==> src/rtl/fir_pkg.sv <==
// Shared types and default constants for the FIR tap scheduler.
// Holds the sequencer state encoding and default datapath sizing.
package fir_pkg;

  localparam int NTAPS_DEF   = 62;
  localparam int AW_DEF      = 7;
  localparam int MEM_LAT_DEF = 1;

  typedef enum logic [2:0] {
    IDLE  = 3'd0,
    WRITE = 3'd1,
    MAC   = 3'd2,
    DRAIN = 3'd3,
    DONE  = 3'd4
  } state_t;

  // Counter width able to hold 0..n-1, never narrower than one bit.
  function automatic int cnt_w(input int n);
    return (n > 1) ? $clog2(n) : 1;
  endfunction

endpackage

==> src/rtl/fir_strobe_delay.sv <==
// Aligns the MAC strobes with the ROM/RAM read latency.
// Carries {issue, first} through a LAT-deep register chain.
module fir_strobe_delay #(
  parameter int LAT = 1
) (
  input  logic clk,
  input  logic reset,
  input  logic issue,
  input  logic first,
  output logic mac_en,
  output logic mac_clear
);

  logic [LAT-1:0][1:0] pipe;

  always_ff @(posedge clk or posedge reset) begin
    if (reset) begin
      pipe <= '0;
    end else begin
      pipe[0] <= {issue, first};
      for (int i = 1; i < LAT; i++) begin
        pipe[i] <= pipe[i-1];
      end
    end
  end

  assign mac_en    = pipe[LAT-1][1];
  assign mac_clear = pipe[LAT-1][0];

endmodule

==> src/rtl/fir_tap_scheduler.sv <==
// Per-sample sequencer: writes each sample into the circular
// delay line, walks all taps and strobes the MAC.
module fir_tap_scheduler
  import fir_pkg::*;
#(
  parameter int NTAPS   = NTAPS_DEF,
  parameter int AW      = AW_DEF,
  parameter int MEM_LAT = MEM_LAT_DEF
) (
  input  logic          clk,
  input  logic          reset,
  input  logic          sample_valid,
  output logic          sample_ready,
  output logic [AW-1:0] a_rom,
  output logic [AW-1:0] a_ram,
  output logic          wren,
  output logic          mac_clear,
  output logic          mac_en,
  output logic          acc_valid,
  output logic          busy
);

  localparam int DW = cnt_w(MEM_LAT);
  localparam logic [AW-1:0] KLAST = AW'(NTAPS - 1);
  localparam logic [DW-1:0] DLAST = DW'(MEM_LAT - 1);
  localparam logic [AW:0]   NT    = (AW+1)'(NTAPS);

  state_t        state, state_nx;
  logic [AW-1:0] k, k_nx;
  logic [AW-1:0] wptr, wptr_nx;
  logic [DW-1:0] dcnt, dcnt_nx;
  logic [AW:0]   diff;
  logic          issue, first;

  always_ff @(posedge clk or posedge reset) begin
    if (reset) begin
      state <= IDLE;
      k     <= '0;
      wptr  <= '0;
      dcnt  <= '0;
    end else begin
      state <= state_nx;
      k     <= k_nx;
      wptr  <= wptr_nx;
      dcnt  <= dcnt_nx;
    end
  end

  always_comb begin
    state_nx     = state;
    k_nx         = k;
    wptr_nx      = wptr;
    dcnt_nx      = dcnt;
    sample_ready = 1'b0;
    a_rom        = '0;
    a_ram        = '0;
    wren         = 1'b0;
    acc_valid    = 1'b0;
    busy         = 1'b0;
    issue        = 1'b0;
    first        = 1'b0;
    diff         = '0;
    case (state)
      IDLE: begin
        sample_ready = 1'b1;
        if (sample_valid) state_nx = WRITE;
      end
      WRITE: begin
        busy     = 1'b1;
        wren     = 1'b1;
        a_ram    = wptr;
        k_nx     = '0;
        state_nx = MAC;
      end
      MAC: begin
        busy  = 1'b1;
        a_rom = k;
        // Newest sample sits at wptr; older taps walk backwards.
        if (wptr >= k) diff = {1'b0, wptr} - {1'b0, k};
        else           diff = {1'b0, wptr} + NT - {1'b0, k};
        a_ram = diff[AW-1:0];
        issue = 1'b1;
        first = (k == '0);
        k_nx  = k + 1'b1;
        if (k == KLAST) begin
          k_nx     = '0;
          dcnt_nx  = '0;
          state_nx = DRAIN;
        end
      end
      DRAIN: begin
        busy    = 1'b1;
        dcnt_nx = dcnt + 1'b1;
        if (dcnt == DLAST) state_nx = DONE;
      end
      DONE: begin
        busy      = 1'b1;
        acc_valid = 1'b1;
        wptr_nx   = (wptr == KLAST) ? '0 : wptr + 1'b1;
        state_nx  = IDLE;
      end
      default: state_nx = IDLE;
    endcase
  end

  fir_strobe_delay #(
    .LAT (MEM_LAT)
  ) u_strobe (
    .clk       (clk),
    .reset     (reset),
    .issue     (issue),
    .first     (first),
    .mac_en    (mac_en),
    .mac_clear (mac_clear)
  );

endmodule

==> config.mk <==
export PLATFORM = sky130hd
export DESIGN_NAME = fir_tap_scheduler
export DESIGN_NICKNAME = d
export VERILOG_FILES = /design/src/rtl/fir_pkg.sv /design/src/rtl/fir_strobe_delay.sv /design/src/rtl/fir_tap_scheduler.sv
export SDC_FILE = /design/constraint.sdc
export NUM_CORES = 1
export LEC_CHECK = 0
export CORE_MARGIN = 2
export CORE_UTILIZATION = 40
export DETAILED_ROUTE_END_ITERATION = 10
export SYNTH_ARGS = -nofsm -noshare
export SYNTH_HDL_FRONTEND = slang
export SYNTH_SLANG_ARGS = --single-unit
==> constraint.sdc <==
create_clock -name clk -period 4.37 [get_ports clk]
set_input_delay 0.874 -clock clk [delete_from_list [all_inputs] [get_ports clk]]
set_output_delay 0.874 -clock clk [all_outputs]
set_load 0.01 [all_outputs]
* Yosys cells after proc, flatten, opt, wreduce, memory -nomap -nowiden
Cells that the tools add are included.
** Word-level totals
- Word-level logic and storage cells :: 46
- Output and inout port bits :: 20
- Register bits after elaboration :: 20
** Operators by class
- Multiplexer cells :: 18
- Reductions and logical operators :: 7
- Equality and inequality tests :: 9
- Add/subtract/negate cells :: 6
- $lt $le $gt $ge :: 1
** Operators with widths (count)
- 7-bit 2-to-1 mux :: 4
- 7-bit one-hot mux with 2 select lines :: 2
- 7-bit by 1-bit adder with 7-bit output, second input constant :: 2
- 7-bit by 6-bit equality test with 1-bit output, second input constant :: 2
- 7-bit subtractor :: 2
- 3-bit one-hot mux with 4 select lines :: 1
- 3-bit 2-to-1 mux :: 3
- 7-bit by 6-bit adder with 7-bit output, second input constant :: 1
- 7-bit greater-or-equal comparator :: 1
- 7-bit logical NOT :: 1
- 1-bit 2-to-1 mux :: 7
- 3-bit by 2-bit equality test with 1-bit output, second input constant :: 2
- 2-bit != test, second input constant :: 3
- 2-bit nonzero test :: 2
- 4-bit OR reduction :: 1
- 3-bit by 1-bit equality test with 1-bit output, second input constant :: 1
- 3-bit equality test, second input constant :: 1
- 3-bit logical NOT :: 1
- 3-bit AND reduction :: 1
- 1-bit one-hot mux with 2 select lines :: 1
- 2-bit AND reduction :: 1
- 1-bit adder, second input constant :: 1

* Logic depth before layout (Yosys ltp)
Gate-level depths: netlist (run 1).
- Depth after elaboration :: 4
- Depth in mapped cells :: 10

* By module
A second synthesis (run 1) with hierarchy kept.
** Second synthesis, totals
- Cells, all modules :: 217
- Area, all modules :: 1809.2 µm²
** Modules (own cells, without submodules)
- fir_tap_scheduler :: cells an instance 214, area an instance 1755.4 µm², instances 1
- fir_strobe_delay :: cells an instance 3, area an instance 53.8 µm², instances 1

* Worst setup path after synthesis (run 1)
No wires, ideal clock.
- Kind :: register to output
- From :: register k[1]
- To :: output port a_ram[5]
- Slack :: 1.310 ns
- Arrival :: 2.186 ns
- Stages on the path, launching flop included :: 11
- Path through :: dfrtp_1 > inv_1 > ha_1 > inv_1 > ha_1 > fa_1 > a21o_1 > a21oi_1 > xnor2_1 > a32oi_1 > o31ai_1
** On the way
- Cells in the longest elaborated chain, start to end :: 3
- Elaborated cells on any way between the ends :: 5
- Those cells by class :: add/sub: 2; order compare: 1; mux: 2
** RTL lines
- start, declared :: RTL line fir_tap_scheduler.sv:29 : logic [AW-1:0] k, k_nx;
- start signal, assigned :: RTL line fir_tap_scheduler.sv:43 : k <= k_nx;
- 7-bit subtractor, or another cell as far along :: RTL line fir_tap_scheduler.sv:80 : else diff = {1'b0, wptr} + NT - {1'b0, k};
- 7-bit 2-to-1 mux (*) :: RTL line fir_tap_scheduler.sv:79 : if (wptr >= k) diff = {1'b0, wptr} - {1'b0, k};
- 7-bit one-hot mux with 2 select lines (*) :: RTL line fir_tap_scheduler.sv:63 : case (state)
- end, declared :: RTL line fir_tap_scheduler.sv:15 : output logic [AW-1:0] a_ram,
Every way passes the cells marked *; elsewhere a longest branch is shown, timed or not.

* Final worst setup path (run 1)
Ends and elaborated chain as after synthesis.

==> results of run 1 <==
## area by class of cell
class / instances / area (µm²) / area share, %
tap: 52 / 65.1 / 3.04
timing repair buffer: 22 / 220 / 10.3
inverter: 29 / 109 / 5.08
sequential: 20 / 500 / 23.4
clock inverter: 1 / 30.0 / 1.40
multi-input combinational: 166 / 1180 / 54.9
clock buffer: 3 / 41.3 / 1.93
## final timing paths
path | to | cells past startpoint | from | slack, ns
max reg2reg | k[6] | 8 | k[1] | 2.49
max | a_ram[5] | 11 | k[1] | 0.30
min | state[2] | 1 | dcnt | 0.51
min in group asynchronous | state[2] | 2 | reset | 1.04
max in group asynchronous | k[2] | 2 | reset | 2.85
min reg2reg | state[2] | 1 | dcnt | 0.51
## power groups by stage
stage	Combinational (mW)	Sequential [mW]	Clock, mW
CTS	1.31	0.318	0.192
global placement	1.30	0.319	0
finish	1.30	0.318	0.188
detailed placement	1.30	0.322	0
floorplan	0.893	0.293	0
global route	1.45	0.332	0.198
## layer usage
metal  up-vias  GRT usage, %  wire [µm]
met2        34          31.5       1990
li1        808             -          -
met5         -             0          0
met3         5          2.71        133
met1       761          24.6       2090
met4         0          3.56         30
## metrics by stage
step	cell area, µm²	util (%)	total power, mW	cells
6_report	2140	49.2	1.81	293
3_5_place_dp	2070	47.6	1.62	289
2_1_floorplan	1800	-	1.19	218
4_1_cts	2140	49.2	1.82	293
5_1_grt	2140	49.2	1.98	293
3_3_place_gp	2070	47.6	1.62	289
## state kept, by name, summed over array words and instances (netlist names)
register       count
u_strobe.pipe      2
state              3
k                  7
wptr               7
dcnt               1
## critical path: cells and delay by family (launching register included)
| kind | cells | cell delay (ns) |
|---|---|---|
| fa+ha+maj | 3 | 0.99 |
| buf+inv | 3 | 0.77 |
| compound gates | 4 | 0.58 |
| flops | 1 | 0.46 |
| xor+xnor | 1 | 0.14 |
## placed cells by master, fill, tap and decap left out, types with 3 or more instances in the layout
cell,instances
dfrtp_1,20
nor2_1,19
o31ai_1,5
nor2b_1,5
o21ai_1,6
mux2i_1,5
nand3_1,7
nand2_1,18
inv_1,26
o21ai_0,20
a21oi_1,8
clkdlybuf4s50_1,22
a21o_1,3
inv_2,3
ha_1,22
clkbuf_8,3
xnor2_1,8
nor3_1,5
## cells by family (layout without fill, tap and decap cells)
| family | Yosys count | after routing | share of synthesized area (%) |
|---|---|---|---|
| AO/OA/AOI/OAI | 58 | 58 | 20.2 |
| XOR/XNOR | 10 | 10 | 4.86 |
| adder cells (fa/ha/maj) | 24 | 24 | 17.5 |
| buffers and inverters | 32 | 55 | 6.94 |
| flip-flops | 20 | 20 | 27.8 |
| multiplexers | 5 | 5 | 2.78 |
| AND/OR/NAND/NOR | 69 | 69 | 19.9 |
==> run metrics, run 1 <==
status finished, final reports clean; Reg power frac 17.6%; share of cells above drive strength 1 6.64%; Worst Tran Pin Value 0.760 ns; antenna violations before repair 0; Post-Syn Nets 245; setup violators final 0; Final ANT Viol Nets 0; I/O pin cnt 23; CTS tree built; Worst setup EP type output port; top cell type by total area after synthesis dfrtp_1; CP peak stage delay 0.57 ns; PD cells 843 mW/mm²; Clk network pwr share 10.4%; Starting Density 41.4%; vias per cell 5.49; most frequent cell after synthesis inv_1; final period utilization 93.2%; Root Buffer clkbuf_8; Post-synth top cells inv_1, ha_1, dfrtp_1, o21ai_0, nor2_1; Post-CTS Hold Buffers 0; Final nets 269; critical path, cell by cell inv_1 -> ha_1 -> inv_1 -> ha_1 -> fa_1 -> a21o_1 -> a21oi_1 -> xnor2_1 -> a32oi_1 -> o31ai_1 -> clkdlybuf4s50_1; Max VDD drop 0.338 mV; post-CTS setup buffers 0; ys flop type dfrtp_1; mean post-synth cell area 8.26 µm²; sequential area share after synthesis 27.8%; Post-synth EDFFs 0; DR vias 1608; final hold violation count 0; first-pass GRT wire length 7370 µm; crit path max fanout 6; clock buffer depth 2; relative slew slack 49.3%; Critical Path RT 3.50 ns; clk sinks 20; Worst Skew 0.00467 ns; maxcap violations 0; P_int 0.995 mW; total core area 0.00435 mm²; die width 71.1 µm; DRT Pass-1 Iters 4; cell area after synthesis 0.00180 mm²; Die H 71.1 µm; vias in the first global route 1570; post-DP HPWL 3230 µm; critical path class register to output port; post-CTS sizing 0; P_sw 0.811 mW; Synth area leaders dfrtp_1, ha_1, o21ai_0; RePlAce Congestion 0.803; Ys Warns 0; global route overflow 0; DIE AREA 0.00506 mm²; fill count 441; RSZ-0062 raised after global routing false; setup_tns 0 ns; wire per inst 14.5 µm; switching part of the total 44.9%; worst skew pair latency 0.27 ns; number of port buffers 22; Core Rows 24; Ant. Diodes 0; gr usage total 18.3%; Syn-to-layout area delta 18.9%; largest net degree at the start of global routing 21; Worst Hold Class register to register; Worst setup SP type register; pre-CTS WS 0.613 ns; fin. max-slew vios 0; Synth cell types 45; slowest cell on the critical path clkdlybuf4s50_1; P_leak 0.957 nW; Starting DRT DRC Count 92; Synth Instances 218; area share of the largest cell type after synthesis 27.8%; Yosys reg bits 20; Comb power frac 72.0%; Max Fclk 0.245 GHz; CTS H-Tree Depth 1; final wirelength 4240 µm; Worst Path Arrival 3.20 ns; clock slew at reported path FFs 0.08 ns; Tmin final 4.07 ns; total CTS buffers 3; worst setup margin 0.296 ns; asr flop ratio synth 100%; Hold Slack 0.514 ns; drt drc 0
(Power assumes the default switching activity.)
==> run 2: changes to the inputs <==
--- a/config.mk
+++ b/config.mk
@@ -5,7 +5,6 @@
 export SDC_FILE = /design/constraint.sdc
 export NUM_CORES = 1
 export LEC_CHECK = 0
-export CORE_MARGIN = 2
 export CORE_UTILIZATION = 40
 export DETAILED_ROUTE_END_ITERATION = 10
 export SYNTH_ARGS = -nofsm -noshare
==> run 2 against run 1 <==
  * Total power is essentially flat
  * Worst hold slack lost 0.010 ns
  * Clock skew is 0.0032 ns lower
  * Global-route usage increased by 0.90 points
  * Cell area did not move
==> run metrics, run 2 (synthesis gave the netlist of run 1 again) <==
Worst Path Arrival 3.18 ns (was 3.20 ns); RePlAce Congestion 0.839 (was 0.803); commonest non-fill, non-tap cell in the layout inv_1 (unchanged); clock buffer depth 2 (unchanged); pre-CTS WS 0.615 ns (was 0.613 ns); Comb power frac 72.0% (about the same); vias in the first global route 1596 (was 1570); Worst setup EP type output port (unchanged); gr usage total 19.2% (was 18.3%); setup_tns 0 ns (unchanged); drt drc 0 (unchanged); share of cells above drive strength 1 6.64% (unchanged); Hold Crit Start dcnt (unchanged); Critical Path RT 3.50 ns (about the same); Ant. Diodes 0 (unchanged); RR Endpoint k[6] (unchanged); Clk network pwr share 10.4% (about the same); maxcap violations 0 (unchanged); post-CTS setup buffers 0 (unchanged); DIE AREA 0.00478 mm² (was 0.00506 mm²); Final ANT Viol Nets 0 (unchanged); clk sinks 20 (unchanged); Worst Skew 0.00143 ns (was 0.00467 ns); crit path max fanout 6 (unchanged); clock slew at reported path FFs 0.08 ns (about the same); antenna violations before repair 0 (unchanged); global route overflow 0 (unchanged); Max Fclk 0.247 GHz (was 0.245 GHz); Reg power frac 17.6% (about the same); Final nets 269 (unchanged); CTS tree built (unchanged); critical path, cell by cell inv_1 -> ha_1 -> inv_1 -> ha_1 -> fa_1 -> a21o_1 -> a21oi_1 -> xnor2_1 -> a32oi_1 -> o31ai_1 -> clkdlybuf4s50_1 (unchanged); Top Registers k (7), wptr (7), state (3) (unchanged); PD cells 843 mW/mm² (about the same); post-DP HPWL 3200 µm (was 3230 µm); RSZ-0062 raised after global routing false (unchanged); wire per inst 14.3 µm (was 14.5 µm); Max VDD drop 0.324 mV (was 0.338 mV); die width 69.1 µm (was 71.1 µm); critical path class register to output port (unchanged); DR vias 1576 (was 1608); hold path depth 1 (unchanged); I/O pin cnt 23 (unchanged); switching part of the total 44.7% (was 44.9%); number of port buffers 22 (unchanged); Final Core Density 49.2% (unchanged); Syn-to-layout area delta 18.9% (unchanged); largest net degree at the start of global routing 21 (unchanged); hold worst-path end state[2] (unchanged); Die H 69.1 µm (was 71.1 µm); final design area excluding fillers 0.00214 mm² (unchanged); P_int 0.998 mW (was 0.995 mW); first-pass GRT wire length 7460 µm (was 7370 µm); setup violators final 0 (unchanged); worst setup margin 0.313 ns (was 0.296 ns); P_leak 0.957 nW (unchanged); DRT Pass-1 Iters 4 (unchanged); Starting Density 41.4% (unchanged); Finished Layout Cells 293 (unchanged); status finished, final reports clean (unchanged); worst r2r path cells 8 (unchanged); total core area 0.00435 mm² (unchanged); Starting DRT DRC Count 36 (was 92); vias per cell 5.38 (was 5.49); post-CTS sizing 0 (unchanged); total CTS buffers 3 (unchanged); Core Rows 24 (unchanged); Root Buffer clkbuf_8 (unchanged); final hold violation count 0 (unchanged); worst skew pair latency 0.26 ns (was 0.27 ns); Cells after DPL 289 (unchanged); P_sw 0.808 mW (was 0.811 mW); CTS H-Tree Depth 1 (unchanged); Worst setup SP type register (unchanged); CP peak stage delay 0.57 ns (about the same); Post-CTS Hold Buffers 0 (unchanged); final period utilization 92.8% (was 93.2%); reg2reg setup slack 2.52 ns (was 2.49 ns); Worst Tran Pin Value 0.786 ns (was 0.760 ns); relative slew slack 47.4% (was 49.3%); fin. max-slew vios 0 (unchanged); final wirelength 4190 µm (was 4240 µm); slowest cell on the critical path clkdlybuf4s50_1 (unchanged); Worst Hold Class register to register (unchanged); RR Startpoint k[1] (unchanged); Tmin final 4.06 ns (was 4.07 ns); Post-DP Area 0.00207 mm² (unchanged); most frequent cells in the layout inv_1, ha_1, clkdlybuf4s50_1 (unchanged)
-- run 2: cell counts in the layout (fill, tap and decap cells not counted) --
Identical to the previous run, type by type.
-- run 2: power groups by stage --
stage               Clock [mW]  Combinational [mW]  Sequential (mW)
floorplan                    0               0.893            0.293
global placement             0                1.30            0.320
detailed placement           0                1.30            0.322
CTS                      0.191                1.31            0.318
global route             0.200                1.44            0.332
finish                   0.187                1.30            0.318
-- run 2: through the flow --
step	power, mW	hold WS, ns
final	1.81	0.504
after global routing	1.97	0.550
after CTS	1.82	0.509
after detailed placement	1.62	0.498
after global placement	1.62	0.501
after floorplan	1.19	0.468
-- run 2: critical path, delay by kind of cell (launching register included) --
family,cells,cell delay (ns)
flip-flops,1,0.46
buffers and inverters,3,0.77
adder cells (fa/ha/maj),3,0.98
XOR/XNOR,1,0.14
AO/OA/AOI/OAI,4,0.58
-- run 2: area by class of cell --
type,count,area [µm²]
Clock buffer,3,41.3
Timing Repair Buffer,22,220
Tap cell,52,65.1
Clock inverter,1,30.0
Sequential cell,20,500
Fill cell,433,2210
Inverter,29,109
Multi-Input combinational cell,166,1180
-- run 2: layer usage --
metal | track usage (%) | wire (µm) | vias up
met5 | 0 | 0 | -
met4 | 4.76 | 48 | 0
met3 | 3.36 | 165 | 6
met2 | 31.2 | 1890 | 42
met1 | 26.3 | 2090 | 724
li1 | - | - | 804
-- run 2: worst max path at each step --
stage	cells after the start	start	end	slack, ns
6_report	11	k[1]	a_ram[5]	0.31
5_1_grt	11	k[1]	a_ram[5]	0.15
4_1_cts	11	k[1]	a_ram[5]	0.31
3_5_place_dp	11	k[1]	a_ram[5]	0.62
3_3_place_gp	11	k[1]	a_ram[5]	0.65
2_1_floorplan	10	k[1]	a_ram[5]	1.31
==> run 3: changes to the inputs <==
--- a/config.mk
+++ b/config.mk
@@ -7,6 +7,7 @@
 export LEC_CHECK = 0
 export CORE_UTILIZATION = 40
 export DETAILED_ROUTE_END_ITERATION = 10
+export GPL_TIMING_DRIVEN = 0
 export SYNTH_ARGS = -nofsm -noshare
 export SYNTH_HDL_FRONTEND = slang
 export SYNTH_SLANG_ARGS = --single-unit
==> run 3 against run 2 <==
  * Maximum frequency decreased by 0.13%
  * Non-clock buffer count increased by 3
  * Largest power group unchanged
  * Combinational power about the same
==> run metrics, run 3 (synthesis gave the netlist of run 1 again) <==
Max Fclk 0.246 GHz (was 0.247 GHz); Worst Skew 0.00157 ns (was 0.00143 ns); status finished, final reports clean (unchanged); most frequent cells in the layout inv_1, ha_1, clkdlybuf4s50_1 (unchanged); CTS H-Tree Depth 1 (unchanged); PD cells 828 mW/mm² (was 843 mW/mm²); final wirelength 4220 µm (was 4190 µm); vias per cell 5.37 (was 5.38); gr usage total 19.7% (was 19.2%); critical path class register to output port (unchanged); clk sinks 20 (unchanged); worst skew pair latency 0.26 ns (about the same); Syn-to-layout area delta 19.0% (was 18.9%); global route overflow 0 (unchanged); post-DP HPWL 3230 µm (was 3200 µm); Ant. Diodes 0 (unchanged); drt drc 0 (unchanged); vias in the first global route 1530 (was 1596); wire per inst 14.3 µm (about the same); Final nets 272 (was 269); met1 usage 28.1% (was 26.3%); DIE AREA 0.00478 mm² (unchanged); fin. max-slew vios 0 (unchanged); Hold Crit Start dcnt (unchanged); maxcap violations 0 (unchanged); Max VDD drop 0.294 mV (was 0.324 mV); Starting DRT DRC Count 94 (was 36); Worst Tran Pin Value 0.792 ns (was 0.786 ns); Finished Layout Cells 296 (was 293); Final ANT Viol Nets 0 (unchanged); clock buffer depth 2 (unchanged); Worst setup EP type output port (unchanged); GR Layer Usage met3 3.07% (was 3.36%); Critical Path RT 3.50 ns (about the same); final hold violation count 0 (unchanged); Root Buffer clkbuf_8 (unchanged); clock slew at reported path FFs 0.08 ns (about the same); Die H 69.1 µm (unchanged); crit path max fanout 6 (unchanged); GRT Max-Usage Layer met2 (unchanged); Core Rows 24 (unchanged); Final Core Density 49.2% (about the same); Worst setup SP type register (unchanged); I/O pin cnt 23 (unchanged); RR Startpoint k[1] (unchanged); Worst Hold Class register to register (unchanged); Setup crit start k[1] (unchanged); total CTS buffers 3 (unchanged); P_leak 0.960 nW (was 0.957 nW); RePlAce Congestion 0.849 (was 0.839); die width 69.1 µm (unchanged); CTS tree built (unchanged); met2 usage 31.6% (was 31.2%); post-CTS setup buffers 0 (unchanged); Hold Slack 0.505 ns (was 0.504 ns); final period utilization 92.9% (was 92.8%); relative slew slack 47.2% (was 47.4%); slowest cell on the critical path clkdlybuf4s50_1 (unchanged); total core area 0.00435 mm² (unchanged); Starting Density 41.4% (unchanged); DRT Pass-1 Iters 5 (was 4); antenna violations before repair 0 (unchanged); share of cells above drive strength 1 7.79% (was 6.64%); RSZ-0062 raised after global routing false (unchanged); critical path, cell by cell inv_1 -> ha_1 -> inv_1 -> ha_1 -> fa_1 -> a21o_1 -> a21oi_1 -> xnor2_1 -> a32oi_1 -> o31ai_1 -> clkdlybuf4s50_1 (unchanged); DR vias 1589 (was 1576); largest net degree at the start of global routing 21 (unchanged); Post-CTS Hold Buffers 0 (unchanged); Worst Path Arrival 3.19 ns (was 3.18 ns); setup violators final 0 (unchanged); setup_tns 0 ns (unchanged); first-pass GRT wire length 7570 µm (was 7460 µm); Tmin final 4.06 ns (about the same); number of port buffers 22 (unchanged); commonest non-fill, non-tap cell in the layout inv_1 (unchanged); CP peak stage delay 0.58 ns (was 0.57 ns); Cells after DPL 292 (was 289); Top Registers k (7), wptr (7), state (3) (unchanged)
## run 3: what timing repair did
action | CTS | global route
hold endpoints to repair | 0 | 0
resized for setup | 0 | 1
setup endpoints to repair | 0 | 1
## run 3: final timing paths
| path | to | slack [ns] | cells past startpoint |
|---|---|---|---|
| worst max-delay path | a_ram[5] | 0.31 | 11 |
| worst min-delay path | state[2] | 0.51 | 1 |
| worst max register to register | k[6] | 2.48 | 8 |
| worst min register to register | state[2] | 0.51 | 1 |
| max in group asynchronous | k[1] | 2.77 | 2 |
| min in group asynchronous | state[0] | 1.06 | 2 |
## run 3: layout make-up
cell class / instances / area (µm²)
Fill cell: 446 / 2210
Multi-Input combinational cell: 166 / 1180
Sequential cell: 20 / 502
Timing Repair Buffer: 22 / 220
Inverter: 29 / 109
Tap cell: 52 / 65.1
Clock buffer: 4 / 55.1
Buffer: 3 / 16.3
## run 3: routing by layer
layer / wire length, µm / vias up
met5: 0 / -
met3: 112 / 4
met1: 2130 / 745
li1: - / 807
met4: 25 / 0
met2: 1950 / 33
## run 3: report_power, final
part | total [mW] | switching (mW) | internal (mW)
logic | 1.32 | 0.680 | 0.642
clock network | 0.145 | 0.0645 | 0.0803
registers | 0.308 | 0.0702 | 0.238
## run 3: through the flow
step	setup slack (ns)	instance area [µm²]	total power, mW
detailed placement	0.515	2090	1.63
floorplan	1.31	1800	1.19
CTS	0.192	2140	1.79
global route	0.0925	2140	1.97
global placement	0.506	2090	1.63
finish	0.308	2140	1.78
## run 3: worst max-delay path, delay by kind of cell (launching register included)
family                     cells  cell delay (ns)
AOI/OAI and AO/OA              4             0.57
adders and majority gates      3             0.98
DFF                            1             0.44
xor gates and xnor gates       1             0.15
buffers and inverters          3             0.77
